**src/rtl/lane_dispatcher_pkg.sv**
```systemverilog
// rtl/lane_dispatcher_pkg.sv - lane type, lane constants and lane helper for lane_dispatcher
package lane_dispatcher_pkg;

    typedef logic [1:0] lane_t;

    localparam int NumLanes = 4;

    localparam lane_t LANE_A = 2'd0;
    localparam lane_t LANE_B = 2'd1;
    localparam lane_t LANE_C = 2'd2;
    localparam lane_t LANE_D = 2'd3;

    // Next lane in round-robin order; wraps d -> a through the 2-bit width.
    function automatic lane_t next_lane(input lane_t lane);
        return lane + lane_t'(1);
    endfunction

endpackage

```
**src/rtl/sync_fifo.sv**
```systemverilog
// rtl/sync_fifo.sv - single-clock FIFO with occupancy count, head word visible combinationally
module sync_fifo #(
    parameter int Width = 18,
    parameter int Depth = 4
) (
    input  logic                     clk_i,
    input  logic                     rst_ni,
    input  logic                     push_i,
    input  logic                     pop_i,
    input  logic [Width-1:0]         wdata_i,
    output logic [Width-1:0]         rdata_o,
    output logic [$clog2(Depth):0]   count_o,
    output logic                     full_o,
    output logic                     empty_o
);

    localparam int AW = $clog2(Depth);
    localparam int CW = AW + 1;
    localparam logic [CW-1:0] FullCount = CW'(Depth);

    logic [Width-1:0] r_mem [Depth];
    logic [AW-1:0]    r_wptr;
    logic [AW-1:0]    r_rptr;
    logic [CW-1:0]    r_count;

    logic w_push;
    logic w_pop;

    // Guard against overflow/underflow even if the caller misbehaves.
    assign w_push = push_i & ~full_o;
    assign w_pop  = pop_i & ~empty_o;

    // Storage is never read before it is written, so it carries no reset.
    always_ff @(posedge clk_i) begin
        if (w_push) begin
            r_mem[r_wptr] <= wdata_i;
        end
    end

    // Pointers wrap naturally because Depth is a power of two.
    always_ff @(posedge clk_i or negedge rst_ni) begin
        if (!rst_ni) begin
            r_wptr <= '0;
            r_rptr <= '0;
        end else begin
            if (w_push) begin
                r_wptr <= r_wptr + AW'(1);
            end
            if (w_pop) begin
                r_rptr <= r_rptr + AW'(1);
            end
        end
    end

    // Occupancy: a simultaneous push and pop leaves it unchanged.
    always_ff @(posedge clk_i or negedge rst_ni) begin
        if (!rst_ni) begin
            r_count <= '0;
        end else begin
            case ({w_push, w_pop})
                2'b10:   r_count <= r_count + CW'(1);
                2'b01:   r_count <= r_count - CW'(1);
                default: r_count <= r_count;
            endcase
        end
    end

    assign rdata_o = r_mem[r_rptr];
    assign count_o = r_count;
    assign full_o  = (r_count == FullCount);
    assign empty_o = (r_count == '0);

endmodule

```
**src/rtl/lane_dispatcher.sv**
```systemverilog
// rtl/lane_dispatcher.sv - buffers tagged words and dispatches one per cycle to a 4-lane demux; LANE_DISPATCHER_RR_EN selects round-robin lanes
module lane_dispatcher
    import lane_dispatcher_pkg::*;
#(
    parameter int Width = 16,
    parameter int Depth = 4
) (
    input  logic                   clk_i,
    input  logic                   rst_ni,
    input  logic                   in_valid_i,
    output logic                   in_ready_o,
    input  logic [Width-1:0]       in_data_i,
    input  logic [1:0]             in_dest_i,
    input  logic                   hold_i,
    output logic [1:0]             sel_o,
    output logic [Width-1:0]       value_o,
    output logic                   strobe_o,
    output logic [$clog2(Depth):0] count_o
);

    localparam int CW = $clog2(Depth) + 1;

    logic             w_full;
    logic             w_empty;
    logic             w_push;
    logic             w_pop;
    lane_t            w_dest;
    logic [Width+1:0] w_wdata;
    logic [Width+1:0] w_rdata;
    logic [CW-1:0]    w_count;

    lane_t            r_sel;
    logic [Width-1:0] r_value;
    logic             r_strobe;

    // Ready depends only on stored state; a full FIFO never bypasses.
    assign in_ready_o = ~w_full;
    assign w_push     = in_valid_i & ~w_full;
    assign w_pop      = ~w_empty & ~hold_i;

`ifdef LANE_DISPATCHER_RR_EN
    lane_t r_rr_lane;

    // Round-robin lane counter, advanced only when a word is accepted.
    always_ff @(posedge clk_i or negedge rst_ni) begin
        if (!rst_ni) begin
            r_rr_lane <= LANE_A;
        end else if (w_push) begin
            r_rr_lane <= next_lane(r_rr_lane);
        end
    end

    assign w_dest = r_rr_lane;
`else
    assign w_dest = lane_t'(in_dest_i);
`endif

    assign w_wdata = {w_dest, in_data_i};

    sync_fifo #(
        .Width (Width + 2),
        .Depth (Depth)
    ) u_fifo (
        .clk_i   (clk_i),
        .rst_ni  (rst_ni),
        .push_i  (w_push),
        .pop_i   (w_pop),
        .wdata_i (w_wdata),
        .rdata_o (w_rdata),
        .count_o (w_count),
        .full_o  (w_full),
        .empty_o (w_empty)
    );

    // Output stage: load head on pop; otherwise hold lane/value since the demux rewrites every cycle.
    always_ff @(posedge clk_i or negedge rst_ni) begin
        if (!rst_ni) begin
            r_sel    <= LANE_A;
            r_value  <= '0;
            r_strobe <= 1'b0;
        end else begin
            r_strobe <= w_pop;
            if (w_pop) begin
                r_sel   <= w_rdata[Width+1:Width];
                r_value <= w_rdata[Width-1:0];
            end
        end
    end

    assign sel_o    = r_sel;
    assign value_o  = r_value;
    assign strobe_o = r_strobe;
    assign count_o  = w_count;

endmodule

```
**config.mk**
```make
export PLATFORM = sky130hd
export DESIGN_NAME = lane_dispatcher
export DESIGN_NICKNAME = d
export VERILOG_FILES = /design/src/rtl/lane_dispatcher_pkg.sv /design/src/rtl/sync_fifo.sv /design/src/rtl/lane_dispatcher.sv
export SDC_FILE = /design/constraint.sdc
export NUM_CORES = 1
export LEC_CHECK = 0
export CAP_MARGIN = 10
export CORE_MARGIN = 2
export CORE_UTILIZATION = 33
export CTS_BUF_LIST = sky130_fd_sc_hd__clkbuf_4 sky130_fd_sc_hd__clkbuf_8
export DETAILED_ROUTE_END_ITERATION = 12
export PLACE_DENSITY_LB_ADDON = 0.05
export SLEW_MARGIN = 30
export SYNTH_ARGS = -nofsm -noshare
export SYNTH_HDL_FRONTEND = slang
export SYNTH_SLANG_ARGS = --single-unit
```
**constraint.sdc**
```tcl
create_clock -name clk_i -period 2.85 [get_ports clk_i]
set_clock_uncertainty 0.2 [all_clocks]
set_input_delay 0.4275 -clock clk_i [delete_from_list [all_inputs] [get_ports clk_i]]
set_output_delay 0.4275 -clock clk_i [all_outputs]
set_load 0.01 [all_outputs]
```
Yosys cells after proc, flatten, opt, wreduce, memory -nomap -nowiden
Memory sizes are Yosys's and may differ from the RTL's. A register that Yosys moved wholly into a read port is not among the register bits.
Index checks and enable logic that the tools add are counted.
W data, S select, Z words.
{"block": "word_totals", "regBits": 8, "ramBits": 72, "inputBits": 22, "output_inout_bits": 23, "memories": 1}
{"block": "classes", "add_sub_neg": 4, "eq_ne": 3, "mux": 3, "n_bitwise": 7, "n_reduce_logical": 3}
{"memory": "u_fifo.r_mem", "words": 4, "word_bits": 18, "read_ports": 1, "rd_clocked_by_memory_dff": 1, "wr": 1, "line": "sync_fifo.sv:21", "rtl": "logic [Width-1:0] r_mem [Depth];"}
{"operator": "$pmux W3 S2", "n": 1}
{"operator": "$add A2 B1 Y2 const B", "n": 2}
{"operator": "$and A1 B1 Y1", "n": 4}
{"operator": "$add A3 B1 Y3 const B", "n": 1}
{"operator": "$eq A3 B3 Y1 const B", "n": 1}
{"operator": "$logic_not A3 Y1", "n": 1}
{"operator": "$not A1 Y1", "n": 3}
{"operator": "$sub A3 B1 Y3 const B", "n": 1}
{"operator": "$eq A2 B1 Y1 const B", "n": 1}
{"operator": "$eq A2 B2 Y1 const B", "n": 1}
{"operator": "$mux W1", "n": 2}
{"operator": "$reduce_bool A2 Y1", "n": 1}
{"operator": "$logic_not A1 Y1", "n": 1}

Depth between registers and ports, before layout
{"block": "logic_depth", "ltp_word": 6, "mapped_depth": 9}

Hierarchy
Synthesis repeated with hierarchy kept, for this count alone.
{"block": "hier_totals", "cells_unflattened": 173, "area_unflattened_um2": 3774.9}
{"module": "sync_fifo", "instances": 1, "cells_each": 132, "area_each_um2": 3021.6, "seq_area_each_um2": 2337.2}
{"module": "lane_dispatcher", "instances": 1, "cells_each": 41, "area_each_um2": 753.2, "seq_area_each_um2": 475.5}

Worst setup path after synthesis
No wires, ideal clock.
{"block": "synth_timing", "kind": "register to register", "from": "reg u_fifo.r_count[0], in the netlist u_fifo.count_o[0]", "to": "reg u_fifo.r_count[2], in the netlist u_fifo.count_o[2]", "setup_time_ns": 0.079, "arrival_time_ns": 2.073, "setup_slack_ns": 0.498, "stages_incl_launch_ff": 10, "synth_period_minus_slack_ns": 2.352, "path_cell_list": "dfrtp_1 > or3b_4 > and2_4 > inv_1 > ha_1 > inv_1 > fa_1 > xor2_1 > nor2_1 > xor2_1"}
{"block": "synth_between", "elab_chain_len": 6}
{"element": "start: declaration", "line": "sync_fifo.sv:24", "rtl": "logic [CW-1:0] r_count;"}
{"element": "start signal: assignment", "line": "sync_fifo.sv:61", "rtl": "2'b10: r_count <= r_count + CW'(1);"}
{"element": "start signal: assignment", "line": "sync_fifo.sv:62", "rtl": "2'b01: r_count <= r_count - CW'(1);"}
{"element": "start signal: assignment", "line": "sync_fifo.sv:63", "rtl": "default: r_count <= r_count;"}
{"element": "$eq A3 B3 Y1 (*)", "line": "sync_fifo.sv:70", "rtl": "assign full_o = (r_count == FullCount);"}
{"element": "$not A1 Y1 (*)"}
{"element": "named net in_ready_o", "line": "lane_dispatcher.sv:11", "rtl": "output logic in_ready_o,"}
{"element": "$and A1 B1 Y1", "line": "lane_dispatcher.sv:38", "rtl": "assign w_push = in_valid_i & ~w_full;"}
{"element": "$and A1 B1 Y1 (*)", "line": "sync_fifo.sv:30", "rtl": "assign w_push = push_i & ~full_o;"}
{"element": "$eq A2 B1 Y1 or $eq A2 B2 Y1 (tied branches)", "line": "sync_fifo.sv:60", "rtl": "case ({w_push, w_pop})"}
{"element": "$pmux W3 S2 or $reduce_bool A2 Y1 (tied branches)"}
The timed path passes the listed nets; every way through them passes the cells marked *.
A chain may end at the register's enable or synchronous reset.

Worst setup path in the final report
{"block": "layout_timing", "from": "reg u_fifo.r_count[0], in the netlist u_fifo.count_o[0]", "to": "reg u_fifo.r_count[2], in the netlist u_fifo.count_o[2]"}
{"block": "layout_between", "elab_chain_len": 6}
{"element": "$eq A3 B3 Y1 or $logic_not A3 Y1 (tied branches)", "line": "sync_fifo.sv:70, sync_fifo.sv:71"}
{"element": "$not A1 Y1, on equally long branches"}
{"element": "$and A1 B1 Y1, on equally long branches", "line": "lane_dispatcher.sv:38, lane_dispatcher.sv:39"}
{"element": "$and A1 B1 Y1, on equally long branches", "line": "sync_fifo.sv:30, sync_fifo.sv:31"}
{"element": "$eq A2 B1 Y1 or $eq A2 B2 Y1 (tied branches)", "line": "sync_fifo.sv:60"}
{"element": "$pmux W3 S2 or $reduce_bool A2 Y1 (tied branches)"}
Parallel ways exist; a longest one is shown, timed or not.

==> results.tsv <==
metric	value	unit
Crit Path Max Fanout	6	
worst skew pair latency	0.35	ns
TritonCTS clock tree	done	
Tmin final	2.44	ns
Syn. warnings	0	
vias in the first global route	1862	
max-slew violation count	0	
final core utilization	0.412	
residual DRC count	0	
DR iter-0 viols	43	
share of layout cells above drive strength 1	0.278	
area leader, netlist	edfxtp_1	
grt ovf	0	
first-pass detailed-route iteration total	2	
die height	110	um
die area	12100	um2
Syn Inst Count	170	
Final setup viols	0	
routed len/inst	19.1	um
peak supply drop	334	uV
PortBufs	44	
worst min-delay path category	primary input to async pin	
Leak	1.58	nW
setup TNS	0	ns
Post-CTS Setup Bufs	0	
GRT Total Usage	0.124	
initial antenna violation count	0	
DRT antenna net count	0	
Max-Cap Viols	0	
status	completed	
worst path arrival time	2.52	ns
critical path type	flop to flop	
Detailed Place HPWL	4200	um
standard cell core area	10900	um2
n_diodes	0	
Slew Limit Headroom	0.618	
Worst R2R Start	u_fifo.count_o[0]	
worst r2r dst	u_fifo.count_o[2]	
io pins	45	
flops & latches, synth	98	
Via-to-Cell Ratio	4.63	
Post-CTS Hold Fix Bufs	0	
WL final	7010	um
largest net degree at the start of global routing	27	
highest clock rate	0.409	GHz
gpl congestion	0.722	
average cell area after synthesis	21.9	um2
TritonCTS Buffers	9	
# rows	38	
fin crit share	0.858	
Worst Tran Pin Value	0.574	ns
Syn-to-layout area delta	21.3	%
Syn Nets	198	
# resized after CTS	0	
Reg2Reg Depth	9	
Netlist Area Pre-Place	3720	um2
CP Capture Type	flop	
CTS clk-pin slew, worst paths	0.10	ns
register-to-register setup slack	0.41	ns
sequential area share after synthesis	0.757	
Critical Path RT	2.92	ns
RSZ-0062 raised after global routing	false	
top cells by area, synth	edfxtp_1 58%, dfrtp_1 18%, mux4_2 11%, mux2_2 5.5%, ha_1 1.7%	
wire length of the first global-routing pass	10600	um
startpoint types	flop	
Starting Density	0.340	
Root Buffer	clkbuf_8	
top-area cell type share of the netlist area	0.582	
CTS Buffer Depth	2	
Distinct cells, synth	19	
H-tree depth	3	
Clock Sinks	98	
Nets	250	
count of final hold-check violations	0	
Pwr Density	994	nW/um2
vias post-DR	1701	
Fillers	999	
Die X	110	um
## critical path: stages (launching register included)
cell,delay [ns]
dfrtp_1,0.45
or3b_4,0.45
and2_4,0.19
inv_1,0.07
ha_1,0.18
inv_1,0.07
fa_1,0.37
xor2_1,0.15
nor2_1,0.11
xor2_1,0.14
## routing by layer
metal	global-route usage	wire length, um
met2	0.203	3620
met4	0.0429	74
met1	0.161	3080
met3	0.0300	240
met5	0	0
## cells by family after synthesis
family        Yosys count  synth area share
fa+ha+maj               6            0.0222
mux                    38             0.170
simple gates           10            0.0189
buf+inv                12            0.0175
flops                  98             0.757
xor+xnor                6            0.0141
## cell usage after synthesis (all sizes together)
library cell  number
inv                6
edfxtp            72
ha                 5
buf                6
mux2i              1
dfrtp             26
xor2               4
or3b               1
mux2              19
nor3b              1
and3               4
and2               1
nor2               2
xnor2              2
nor3               1
mux4              18
fa                 1
## stage by stage
step	hold WS (ns)	total power, W	area [um2]	setup WS, ns	cells
2_1_floorplan	-0.0681	0.00307	3720	0.498	170
3_3_place_gp	0.288	0.00366	4330	0.471	351
3_5_place_dp	0.295	0.00374	4330	0.407	351
4_1_cts	0.268	0.00457	4510	0.387	367
5_1_grt	0.295	0.00475	4510	0.273	367
6_report	0.270	0.00448	4510	0.405	367
## placed cells by master, fill, tap and decap left out
| cell type | netlist | layout |
|---|---|---|
| dfrtp_1 | 26 | 25 |
| fa_1 | 1 | 1 |
| mux2_4 | 1 | 1 |
| clkdlybuf4s50_1 | 0 | 44 |
| clkbuf_4 | 0 | 1 |
| nor3b_1 | 1 | 1 |
| ha_1 | 5 | 5 |
| buf_4 | 0 | 2 |
| or3b_4 | 1 | 1 |
| xnor2_1 | 2 | 2 |
| mux2_2 | 18 | 18 |
| clkbuf_8 | 0 | 9 |
| nor2_1 | 2 | 1 |
| clkinvlp_4 | 0 | 1 |
| dfrtp_2 | 0 | 1 |
| mux4_2 | 18 | 18 |
| nor2_2 | 0 | 1 |
| nor3_1 | 1 | 1 |
| and2_4 | 1 | 1 |
| clkinv_4 | 0 | 1 |
| inv_6 | 0 | 2 |
| xor2_1 | 4 | 4 |
| clkinv_1 | 0 | 1 |
| inv_8 | 0 | 1 |
| buf_12 | 0 | 1 |
| and3_2 | 4 | 4 |
| inv_1 | 6 | 6 |
| edfxtp_1 | 72 | 72 |
| mux2i_1 | 1 | 1 |
## sequential cells by signal, indices dropped and copies added (netlist names)
| register | count |
|---|---|
| u_fifo.r_wptr | 2 |
| strobe_o | 1 |
| u_fifo.r_rptr | 2 |
| u_fifo.r_mem | 72 |
| u_fifo.count_o | 3 |
| value_o | 16 |
| sel_o | 2 |
## power by group
part,switching (W),leakage [nW],internal [W]
combinational,0.000604,0.523,0.000856
sequential,0.000242,0.963,0.00196
clock,0.000483,0.0903,0.000339
total,0.00133,1.58,0.00315
## worst max path at each step
stage / startpoint / to / slack [ns] / cells after the start
finish: u_fifo.count_o[0] / u_fifo.count_o[2] / 0.41 / 9
global route: u_fifo.count_o[0] / u_fifo.count_o[2] / 0.27 / 9
CTS: u_fifo.count_o[0] / u_fifo.count_o[2] / 0.39 / 9
detailed placement: in_valid_i / u_fifo.count_o[2] / 0.41 / 9
global placement: in_valid_i / u_fifo.count_o[2] / 0.47 / 9
floorplan: u_fifo.count_o[0] / u_fifo.count_o[2] / 0.50 / 9
## final cells by class
| cell class | count | area [um2] | share of cell area |
|---|---|---|---|
| clock inverters | 6 | 48.8 | 0.0108 |
| multi-input cells | 60 | 841 | 0.187 |
| repair buffers | 47 | 475 | 0.105 |
| clock buffers | 10 | 131 | 0.0291 |
| inverters | 6 | 22.5 | 0.00500 |
| flip-flops and latches | 98 | 2810 | 0.624 |
| well taps | 140 | 175 | 0.0389 |
(Power assumes the default switching activity.)
==> variant 1, RTL diff (config.mk and constraints unchanged) <==
`Depth` is set to 4 in 2 places; all go to 16.
--- a/src/rtl/sync_fifo.sv
+++ b/src/rtl/sync_fifo.sv
@@ -2,5 +2,5 @@
 module sync_fifo #(
     parameter int Width = 18,
-    parameter int Depth = 4
+    parameter int Depth = 16
 ) (
     input  logic                     clk_i,
--- a/src/rtl/lane_dispatcher.sv
+++ b/src/rtl/lane_dispatcher.sv
@@ -4,5 +4,5 @@
 #(
     parameter int Width = 16,
-    parameter int Depth = 4
+    parameter int Depth = 16
 ) (
     input  logic                   clk_i,
Interface: changed (resized count_o); port bits go from 45 to 47. No check against the original RTL was run, so the function may have changed too.
==> variant 1 against the unedited design <==
- sequential power rose to 2.8 times the old value
- combinational power rose to 3.0 times the old value
- routed wire length rose to 4.4 times the old value
- power rose to 3.3 times the old value
- core utilization down 1.1 points
- sequential share of layout area up 0.42 points
- synthesized area rose to 3.4 times the old value
- critical path type is now reg2out
- die area rose to 3.2 times the old value
- sequential cell count up 222
- cell area rose to 3.3 times the old value
- setup slack worse by 0.20 ns
==> variant 1: results (changes against the unedited design) <==
\begin{tabular}{lr}
\hline
Metric & Value \\
\hline
\multicolumn{2}{l}{\textbf{Run status}} \\
\quad Status & finished clean \\
\multicolumn{2}{l}{\textbf{Synth}} \\
\quad Post-synthesis share of cell area spent on full adders, half adders and majority gates & 0.903\% (-1.3 points) \\
\quad Post-synthesis mux area share & 14.7\% (-2.3 points) \\
\quad Ranking of synthesized cells by area & edfxtp\_1 69\%, mux4\_2 12\%, dfrtp\_1 6.4\% \\
\quad Netlist cell types & 41 (+22) \\
\quad Post-synthesis async set-or-reset flop share & 10.0\% (-17 points) \\
\quad Cell count after synthesis & 587 (+250\%) \\
\multicolumn{2}{l}{\textbf{Worst setup path}} \\
\quad Critical path peak fanout & 2 (-4) \\
\quad FF-to-FF setup slack & 0.21 ns (-0.20 ns) \\
\quad Reg2reg path depth & 11 (+2) \\
\quad Reg2reg end & u\_fifo.count\_o[4] \\
\multicolumn{2}{l}{\textbf{Clock tree}} \\
\quad Clock insertion delay at the later pin of the skew report & 0.62 ns (+0.27 ns) \\
\quad Clock H-tree levels & 2 (-1) \\
\quad Num CTS Buffers & 56 (+47) \\
\quad Number of buffers on the longest clock path & 3 (+1) \\
\quad Worst-path clk slew & 0.06 ns (-0.04 ns) \\
\multicolumn{2}{l}{\textbf{Placement}} \\
\quad Dpl hpwl & 18.4 mm (+340\%) \\
\quad Placed Cells incl. Taps & 1,162 (+230\%) \\
\quad Pre-CTS WS & -0.0556 ns (-0.462 ns) \\
\quad Count of input and output buffers & 46 (+4.5\%) \\
\quad RePlAce Congestion & 0.730 (+1.2\%) \\
\multicolumn{2}{l}{\textbf{Global route}} \\
\quad Wire length of the first global-routing pass & 45.5 mm (+330\%) \\
\quad All-Layer GR Usage & 16.4\% (+4.0 points) \\
\quad Via count of the first global-routing pass & 6,808 (+270\%) \\
\multicolumn{2}{l}{\textbf{Final layout}} \\
\quad Net count, final & 742 (+200\%) \\
\quad Fraction of final layout cells sized beyond drive strength 1 & 31.2\% (+3.5 points) \\
\quad Largest register FFs & 288 (+300\%) \\
\quad Non-filler cells, final & 1,267 (+250\%) \\
\multicolumn{2}{l}{\textbf{Timing}} \\
\quad Slew Limit Headroom & 51.5\% (-10 points) \\
\quad Worst slack on hold paths & 0.225 ns (-0.0452 ns) \\
\multicolumn{2}{l}{\textbf{Drt}} \\
\quad Routed vias & 6,183 (+260\%) \\
\quad Starting DRT DRC Count & 326 (+660\%) \\
\multicolumn{2}{l}{\textbf{Power}} \\
\quad Maximum vdd drop & 343 uV (+2.5\%) \\
\hline
\end{tabular}
==> variant 1: changes by cell type after synthesis, sizes merged, moves of 18 or more <==
| cell | delta |
|---|---|
| a21o | +19 |
| o22ai | +18 |
| mux4 | +54 |
| buf | +23 |
| a211oi | +18 |
| mux2 | -18 |
| edfxtp | +216 |
==> variant 1: repair_timing <==
action                                  CTS  global route
setup buffers                             1             0
hold buffers                              1             0
endpoints found under the setup margin    1             1
endpoints found under the hold margin    23             0
resized for setup                         0             3
pin swaps                                 1             1
==> variant 1: worst max path at each step <==
stage / start / slack (ns) / cells past startpoint / end
final: u_fifo.count_o[0] / 0.21 / 4 / in_ready_o
after CTS: u_fifo.count_o[0] / 0.04 / 11 / u_fifo.count_o[4]
after detailed placement: in_valid_i / -0.06 / 10 / u_fifo.count_o[4]
after global placement: in_valid_i / -0.02 / 10 / u_fifo.count_o[4]
after floorplan: u_fifo.count_o[1] / -0.14 / 13 / u_fifo.count_o[4]
after global routing: u_fifo.count_o[0] / 0.03 / 11 / u_fifo.count_o[4]
==> variant 1: area by class of cell <==
class / instances / area [sq um] / area share [%]
flip-flops and latches: 320 / 9460 / 62.8
well taps: 511 / 639 / 4.25
multi-input cells: 228 / 2850 / 18.9
clock buffers: 80 / 970 / 6.44
clock inverters: 23 / 133 / 0.881
inverters: 6 / 22.5 / 0.150
repair buffers: 99 / 981 / 6.52
==> variant 1: power by group <==
| group | total [mW] | leakage, nW | switching, mW | internal [mW] |
|---|---|---|---|---|
| registers | 6.22 | 2.98 | 0.439 | 5.78 |
| clock network | 4.13 | 0.582 | 1.86 | 2.27 |
| logic | 4.31 | 1.50 | 2.20 | 2.11 |
==> variant 1: through the flow <==
stage          instance area [sq um]  util, %
6_report                       15000     40.1
3_5_place_dp                   13900     37.2
3_3_place_gp                   13900     37.2
4_1_cts                        15000     40.1
2_1_floorplan                  12500        -
5_1_grt                        15000     40.1
==> variant 1: logic make-up after synthesis <==
logic type,after synthesis
AOI/OAI and AO/OA,68
buffers and inverters,39
muxes,91
adders and majority gates,9
DFF,320
and+or+nand+nor,50
xor gates and xnor gates,10
==> variant 1: worst max-delay path, cell delays in order (launching register included) <==
cell	delay [ns]
dfrtp_1	0.41
nor4_4	0.32
buf_4	0.17
nand2_1	0.05
clkdlybuf4s50_1	0.48
==> variant 1: per-layer routing <==
layer	vias up	track usage [%]	wire length, um
met4	0	5.58	686
met2	135	27.1	15200
met3	52	3.22	1370
li1	2683	-	-
met1	3313	21.7	13500
met5	-	0	0
==> variant 2, RTL diff (same settings) <==
Made on the original files. Put a register stage on the output `count_o`. The value now appears one clock later. The other outputs are not delayed to match.
--- a/src/rtl/lane_dispatcher.sv
+++ b/src/rtl/lane_dispatcher.sv
@@ -20,4 +20,6 @@
 
     localparam int CW = $clog2(Depth) + 1;
+
+    logic [$clog2(Depth):0] count_d;
 
     logic             w_full;
@@ -91,5 +93,9 @@
     assign value_o  = r_value;
     assign strobe_o = r_strobe;
-    assign count_o  = w_count;
+    assign count_d  = w_count;
+
+    always_ff @(posedge clk_i) begin
+        count_o <= count_d;
+    end
 
 endmodule
Behaviour: not the same (a bounded check fails within 4 cycles, from zero or initial values and one cycle with rst_ni low).
==> variant 2 against the unedited design <==
- setup slack worse by 0.023 ns
- maximum frequency down 0.94%
- routed wire length up 0.87%
- synthesized area up 1.6%
- cell count up 2.2%
- power up 2.5%
- cell area up 1.6%
- sequential cell count up 3
- critical path type unchanged
==> variant 2: results (changes against the unedited design) <==
\begin{tabular}{lr}
\hline
Metric & Value \\
\hline
\multicolumn{2}{l}{\textbf{Run status}} \\
\quad Status & finished clean \\
\multicolumn{2}{l}{\textbf{Global route}} \\
\quad All-Layer GR Usage & 12.2\% (-0.17 points) \\
\quad Via count of the first global-routing pass & 1,949 (+4.7\%) \\
\quad Wire length of the first global-routing pass & 11.0 mm (+3.7\%) \\
\multicolumn{2}{l}{\textbf{Drt}} \\
\quad Starting DRT DRC Count & 60 (+40\%) \\
\quad Vias per cell & 4.67 (+0.86\%) \\
\quad Count of TritonRoute iterations in the first routing pass & 3 (+1) \\
\quad Routed vias & 1,753 (+3.1\%) \\
\multicolumn{2}{l}{\textbf{Synth}} \\
\quad Sequential element share of the synthesized area & 76.1\% (+0.39 points) \\
\quad Cell count after synthesis & 173 (+1.8\%) \\
\quad Post-synthesis async set-or-reset flop share & 25.7\% (-0.79 points) \\
\quad Ranking of synthesized cells by area & edfxtp\_1 57\%, dfrtp\_1 17\%, mux4\_2 11\% \\
\quad Netlist cell types & 20 (+1) \\
\quad Net count of the mapped netlist & 201 (+1.5\%) \\
\multicolumn{2}{l}{\textbf{Worst setup path}} \\
\quad Data arrival time at the worst-slack endpoint & 2.56 ns (+0.04 ns) \\
\quad FF-to-FF setup slack & 0.38 ns (-0.02 ns) \\
\quad Kind of end point of the critical path & flip-flop \\
\multicolumn{2}{l}{\textbf{Power}} \\
\quad Internal & 3.22 mW (+2.0\%) \\
\quad Maximum vdd drop & 321 uV (-4.0\%) \\
\multicolumn{2}{l}{\textbf{Timing}} \\
\quad Worst slack on hold paths & 0.250 ns (-0.0205 ns) \\
\quad Slew Limit Headroom & 61.4\% (-0.36 points) \\
\multicolumn{2}{l}{\textbf{Placement}} \\
\quad RePlAce Congestion & 0.750 (+3.9\%) \\
\quad Dpl hpwl & 4.25 mm (+1.2\%) \\
\quad Placed Cells incl. Taps & 359 (+2.3\%) \\
\multicolumn{2}{l}{\textbf{Hold path}} \\
\quad Hold WC Path Type & reg2reg \\
\multicolumn{2}{l}{\textbf{Final layout}} \\
\quad Fraction of final layout cells sized beyond drive strength 1 & 28.0\% (+0.26 points) \\
\hline
\end{tabular}
-- variant 2: cell families (layout without fill, tap and decap cells) --
| logic type | count (synthesis) | in the layout | share of synthesized area (%) |
|---|---|---|---|
| xor+xnor | 6 | 6 | 1.39 |
| simple gates | 10 | 10 | 1.86 |
| buf+inv | 12 | 71 | 1.72 |
| mux | 38 | 38 | 16.8 |
| fa+ha+maj | 6 | 6 | 2.19 |
| flops | 101 | 101 | 76.1 |
-- variant 2: per-layer routing --
layer  track usage, %  vias to the layer above  part of all wire (%)
li1                 -                      782                     -
met1             14.2                      925                    42
met2             21.5                       39                    53
met3             4.10                        7                   3.7
met4             3.50                        0                   1.1
met5                0                        -                     0
-- variant 2: worst reg2reg max path, cell delays in order (launching register included) --
cell and delay [ns]:
dfrtp_1 0.45, or3b_4 0.45, and2_4 0.19, inv_1 0.06, ha_1 0.18, inv_1 0.06, fa_1 0.37, xor2_1 0.16
nor2_1 0.12, xor2_1 0.16
-- variant 2: area by class of cell --
cell class                      instances  area (sq um)
Clock buffer                            9           124
Clock inverter                          7          65.1
Fill cell                            1023          6690
Inverter                                6          22.5
Multi-Input combinational cell         60           841
Sequential cell                       101          2870
Tap cell                              143           179
Timing Repair Buffer                   49           478
-- variant 2: through the flow --
stage,area (sq um),setup slack [ns]
global route,4580,0.262
CTS,4580,0.371
detailed placement,4390,0.377
global placement,4390,0.464
floorplan,3780,0.544
finish,4580,0.382
-- variant 2: power groups by stage --
stage	registers, mW	logic [mW]	clock network (mW)
final	2.21	1.52	0.870
after floorplan	2.25	0.887	0
after global routing	2.26	1.64	0.963
after detailed placement	2.25	1.56	0
after CTS	2.22	1.57	0.905
after global placement	2.22	1.52	0
